$ cat config.mk
export PLATFORM = sky130hd
export DESIGN_NAME = bp_fe_mock_fetch_gen
export DESIGN_NICKNAME = d
export VERILOG_FILES = /design/src/rtl/bp_fe_mock_fetch_gen.sv
export SDC_FILE = /design/constraint.sdc
export NUM_CORES = 1
export LEC_CHECK = 0
export CAP_MARGIN = 20
export CELL_PAD_IN_SITES_DETAIL_PLACEMENT = 1
export CELL_PAD_IN_SITES_GLOBAL_PLACEMENT = 1
export CORE_ASPECT_RATIO = 0.8
export CORE_MARGIN = 1
export CORE_UTILIZATION = 29
export CTS_CLUSTER_SIZE = 25
export DETAILED_ROUTE_END_ITERATION = 10
export PLACE_DENSITY = 0.78
export SLEW_MARGIN = 5
export SYNTH_ARGS = -nofsm -noshare
export SYNTH_HDL_FRONTEND = slang
export SYNTH_SLANG_ARGS = --single-unit
$ cat constraint.sdc
create_clock -name clk_i -period 1.8 [get_ports clk_i]
set_input_delay 0.36 -clock clk_i [delete_from_list [all_inputs] [get_ports clk_i]]
set_output_delay 0.36 -clock clk_i [all_outputs]
set_load 0.1 [all_outputs]
$ cat src/rtl/bp_fe_mock_fetch_gen.sv
// Mock front end: turns FE commands into a deterministic stream of FE-queue fetch messages,
// injecting an icache miss every miss_period_p fetches. Optional checks: BP_FE_MOCK_FETCH_CHECK_EN.
module bp_fe_mock_fetch_gen #(
    parameter int          vaddr_width_p     = 39,
    parameter int          instr_width_p     = 32,
    parameter int          miss_period_p     = 8,
    parameter logic [31:0] instr_seed_p      = 32'h0000_0013,
    localparam int         fe_cmd_width_lp   = 3 + vaddr_width_p,
    localparam int         fe_queue_width_lp = 3 + vaddr_width_p + instr_width_p
) (
    input  logic                         clk_i,
    input  logic                         reset_i,
    input  logic [fe_cmd_width_lp-1:0]   fe_cmd_i,
    input  logic                         fe_cmd_v_i,
    output logic                         fe_cmd_yumi_o,
    output logic [fe_queue_width_lp-1:0] fe_queue_o,
    output logic                         fe_queue_v_o,
    input  logic                         fe_queue_ready_i,
    output logic                         error_o
);

    localparam logic [2:0] e_op_state_reset          = 3'd0;
    localparam logic [2:0] e_op_pc_redirection       = 3'd1;
    localparam logic [2:0] e_op_icache_fill_response = 3'd2;

    localparam logic       e_fe_fetch     = 1'b0;
    localparam logic       e_fe_exception = 1'b1;
    localparam logic [1:0] e_icache_miss  = 2'd1;

    localparam int cnt_w_lp = (miss_period_p > 0) ? $clog2(miss_period_p + 1) : 1;

    typedef struct packed {
        logic [2:0]               opcode;
        logic [vaddr_width_p-1:0] vaddr;
    } bp_fe_cmd_s;

    typedef struct packed {
        logic                     msg_type;
        logic [1:0]               exception_code;
        logic [vaddr_width_p-1:0] vaddr;
        logic [instr_width_p-1:0] instr;
    } bp_fe_queue_s;

    typedef enum logic [1:0] {e_wait_reset, e_fetch, e_miss_wait} state_e;

    bp_fe_cmd_s               cmd;
    bp_fe_queue_s             msg;
    state_e                   state_q, state_d;
    logic [vaddr_width_p-1:0] pc_q, pc_d;
    logic [cnt_w_lp-1:0]      miss_cnt_q, miss_cnt_d;
    logic                     miss_now;

    assign cmd          = fe_cmd_i;
    assign miss_now     = (miss_period_p != 0) && (miss_cnt_q == cnt_w_lp'(miss_period_p));
    assign fe_queue_v_o = (state_q == e_fetch);
    assign fe_cmd_yumi_o = fe_cmd_v_i & ~reset_i;

    always_comb begin
        msg = '0;
        msg.vaddr = pc_q;
        if (miss_now) begin
            msg.msg_type       = e_fe_exception;
            msg.exception_code = e_icache_miss;
        end else begin
            msg.msg_type = e_fe_fetch;
            msg.instr    = pc_q[instr_width_p-1:0] ^ instr_width_p'(instr_seed_p);
        end
    end
    assign fe_queue_o = msg;

    // A consumed command always overrides the advance caused by a same-cycle transfer.
    always_comb begin
        state_d    = state_q;
        pc_d       = pc_q;
        miss_cnt_d = miss_cnt_q;
        if (state_q == e_wait_reset) begin
            if (fe_cmd_v_i && cmd.opcode == e_op_state_reset) begin
                pc_d       = cmd.vaddr;
                miss_cnt_d = '0;
                state_d    = e_fetch;
            end
        end else if (fe_cmd_v_i) begin
            case (cmd.opcode)
                e_op_state_reset: begin
                    pc_d       = cmd.vaddr;
                    miss_cnt_d = '0;
                    state_d    = e_fetch;
                end
                e_op_pc_redirection: begin
                    pc_d    = cmd.vaddr;
                    state_d = e_fetch;
                end
                e_op_icache_fill_response: begin
                    if (state_q == e_miss_wait) begin
                        pc_d    = cmd.vaddr;
                        state_d = e_fetch;
                    end
                end
                default: ;
            endcase
        end else if (state_q == e_fetch && fe_queue_ready_i) begin
            if (miss_now) begin
                miss_cnt_d = '0;
                state_d    = e_miss_wait;
            end else begin
                pc_d       = pc_q + vaddr_width_p'(4);
                miss_cnt_d = miss_cnt_q + cnt_w_lp'(1);
            end
        end
    end

    always_ff @(posedge clk_i or posedge reset_i) begin
        if (reset_i) begin
            state_q    <= e_wait_reset;
            pc_q       <= '0;
            miss_cnt_q <= '0;
        end else begin
            state_q    <= state_d;
            pc_q       <= pc_d;
            miss_cnt_q <= miss_cnt_d;
        end
    end

`ifdef BP_FE_MOCK_FETCH_CHECK_EN
    logic [vaddr_width_p-1:0] miss_pc_q;
    logic                     err_q, err_set;

    always_comb begin
        err_set = 1'b0;
        if (state_q != e_wait_reset && fe_cmd_v_i) begin
            if (cmd.opcode == e_op_icache_fill_response)
                err_set = (state_q != e_miss_wait) || (cmd.vaddr != miss_pc_q);
            else if (cmd.opcode != e_op_state_reset && cmd.opcode != e_op_pc_redirection)
                err_set = 1'b1;
        end
    end

    always_ff @(posedge clk_i or posedge reset_i) begin
        if (reset_i) begin
            miss_pc_q <= '0;
            err_q     <= 1'b0;
        end else begin
            if (state_q == e_fetch && !fe_cmd_v_i && fe_queue_ready_i && miss_now)
                miss_pc_q <= pc_q;
            if (err_set) begin
                err_q <= 1'b1;
                $error("bp_fe_mock_fetch_gen: bad command opcode=%0d vaddr=%0h", cmd.opcode, cmd.vaddr);
            end
        end
    end
    assign error_o = err_q;
`else
    assign error_o = 1'b0;
`endif

endmodule

==> flow_summary.json, run 1 <==
{
  "grt_max_degree": 37,
  "synth_area_per_cell_sq_um": 8.32,
  "synthTopCellsByCount": "dfrtp_1 (45), nand2_1 (34), a21oi_1 (33)",
  "antenna_found_initial": 0,
  "grt_pass1_wl_um": 23000,
  "start_kind": "flip-flop",
  "die_h_um": 95.9,
  "nets": 631,
  "placement.io_buffers": 120,
  "min_period_ps": 2170,
  "worstMarginPinSlew_ps": 548,
  "hp-class": "input port to async pin",
  "slowest_stage": "dfrtp_1",
  "grt_pass1_vias": 4301,
  "hold_violations": 0,
  "critPathCaptureType": "output port",
  "synth_warnings": 0,
  "synth_edf_count": 0,
  "ys_seq_area_share_pct": 35.3,
  "synthCells": 384,
  "yosysUniqueCellTypes": 58,
  "worstRegToRegCells": 11,
  "yosysTopAreaCellShare_pct": 35.3,
  "crit_type": "flip-flop to output port",
  "hpwl_um": 10600,
  "grt_util_all_layers_pct": 25.8,
  "synth.most_common_cell": "dfrtp_1",
  "setup_viol": 71,
  "drive_above_1_share_pct": 59.9,
  "routed_wl_um": 19000,
  "clkTransAtPathRegs_ps": 70,
  "start_util_pct": 30.4,
  "diodes": 0,
  "overflow": 0,
  "status": "finished with violations",
  "rsz0062_at_grt": "yes",
  "clock_path_buffers": 2,
  "wl_per_cell_um": 26.2,
  "synth_area_sq_um": 3190,
  "clock_skew_ps": 10.3,
  "place.gp.congestion": 0.869,
  "dr.pass1.iters": 5,
  "synthTopCellsByArea": "dfrtp_1 (35%), and2_1 (6.1%), a21oi_1 (5.2%)",
  "violations": "setup timing",
  "htree_levels": 2,
  "drv_cap": 0,
  "numCtsBuffers": 5,
  "worstPathCellList": "inv_1 > ha_2 > nand3b_1 > buf_6 > clkbuf_16 > inv_12 > nor2_4 > buf_12",
  "clock_sinks": 45,
  "coreArea_sq_um": 10500,
  "slew_viol_final": 0,
  "cts-root-buf": "clkbuf_16",
  "slowest_delay_ps": 370,
  "period_share_pct": 121,
  "viasPerCell": 6.03,
  "tritoncts": "yes",
  "ant_nets": 0,
  "cp.arrival_ps": 1810,
  "io_pins": 123,
  "clkLatencyLatePin_ps": 300,
  "clock.fmax_mhz": 461,
  "ys_seq_elements": 45,
  "relSlewSlack_pct": 63.2,
  "die_w_um": 119,
  "synthFlopType": "dfrtp_1",
  "hold_buffers": 0,
  "post-route-drc-count": 0,
  "fp.dieArea_sq_um": 11400,
  "setup_ws_ps": -370,
  "whs_ps": 383,
  "drt_iter0_drc": 343,
  "crit_required_ps": 1440,
  "syn2layout_area_growth_pct": 121,
  "async_flop_share_pct": 100,
  "yosysTopAreaCell": "dfrtp_1",
  "dr_total_vias": 4359,
  "rows": 33,
  "worst-path-max-fanout": 7
}
[critical path, delay by kind of cell, from the launching register on]
kind / cells / cell delay, ps
flops: 1 / 370
fa+ha+maj: 1 / 170
simple gates: 2 / 280
buf+inv: 5 / 670
[logic make-up after synthesis]
kind of cell,synth area share (%)
buffers and inverters,6.47
flip-flops,35.3
adder cells (fa/ha/maj),1.18
other,0.117
multiplexers,0.705
AO/OA/AOI/OAI,26.3
AND/OR/NAND/NOR,30.0
[path summary, 6_finish.rpt]
| path | from | end | slack [ps] |
|---|---|---|---|
| setup reg to reg | miss_cnt_q[1] | pc_q[11] | -290 |
| setup / recovery | miss_cnt_q[1] | fe_queue_o[31] | -370 |
| hold / removal | reset_i | pc_q[6] | 380 |
| hold reg to reg | miss_cnt_q[2] | miss_cnt_q[2] | 590 |
| max in group asynchronous | reset_i | pc_q[15] | 880 |
| min in group clk_i | fe_queue_ready_i | miss_cnt_q[0] | 540 |
[layout make-up]
type,count,area (sq um)
Tap cell,140,175
Inverter,7,38.8
Multi-Input combinational cell,304,2440
Fill cell,1058,3440
Clock inverter,1,30.0
Timing Repair Buffer,219,2980
Sequential cell,45,1230
Clock buffer,7,143
[registers in the layout (all words and copies together) (netlist names)]
name	cells
miss_cnt_q	4
state_q	2
pc_q	39
[layer usage]
layer,routed length (um),track usage (%),share of wire (%),vias to the layer above
met5,0,0,0,-
li1,-,-,-,1833
met3,1180,3.97,6.2,59
met1,7720,31.6,41,2226
met2,9450,46.8,50,241
met4,621,8.96,3.3,0
[layout by cell type (no fill, tap or decap), types with 4 or more instances in the layout]
master / instances
clkdlybuf4s50_1: 40
and3_1: 4
and2_4: 23
a21oi_2: 16
nor2_4: 10
a2bb2oi_1: 4
inv_1: 4
and2_1: 5
dfrtp_1: 9
o22ai_1: 16
buf_6: 9
dlygate4sd2_1: 4
o21ai_0: 7
nand2_1: 30
a21oi_4: 4
dfrtp_4: 25
nand2_2: 4
nor3_1: 6
a21oi_1: 14
a31oi_1: 7
o21ai_1: 5
buf_12: 87
dfrtp_2: 11
o21ai_2: 16
nand3_2: 7
a2bb2oi_2: 12
clkbuf_16: 9
buf_4: 71
nand3_1: 13
nand4_1: 14
and2_2: 5
nor2_1: 15
[repair_timing]
item / CTS / global route
endpoints found under the setup margin: 76 / 75
gates resized for setup: 29 / 116
setup buffers: 6 / 20
pin swaps: 6 / 22
cloned: 1 / 7
[per-stage QoR]
step	setup WS, ps	setup TNS (ps)	utilization [%]	cells	area, sq um
finish	-370	-16380	67.2	723	7050
global route	-381	-17680	67.2	723	7050
CTS	-270	-9180	60.6	697	6360
detailed placement	-534	-19180	57.4	682	6020
global placement	-420	-15090	57.4	682	6020
floorplan	-285	-1980	-	385	3500
Power of run 1 is not shown: default switching activity piles up to over one toggle a cycle in this logic, so the estimate is an artifact.
==> run 2, diff against run 1 <==
--- a/config.mk
+++ b/config.mk
@@ -5,11 +5,11 @@
 export SDC_FILE = /design/constraint.sdc
 export NUM_CORES = 1
 export LEC_CHECK = 0
+export ABC_CLOCK_PERIOD_IN_PS = 1800
 export CAP_MARGIN = 20
 export CELL_PAD_IN_SITES_DETAIL_PLACEMENT = 1
 export CELL_PAD_IN_SITES_GLOBAL_PLACEMENT = 1
 export CORE_ASPECT_RATIO = 0.8
-export CORE_MARGIN = 1
 export CORE_UTILIZATION = 29
 export CTS_CLUSTER_SIZE = 25
 export DETAILED_ROUTE_END_ITERATION = 10
==> results of run 2 <==
No change in the layout: final DEF, timing and power equal those of run 1.
Power of run 2 is left out for the same reason.
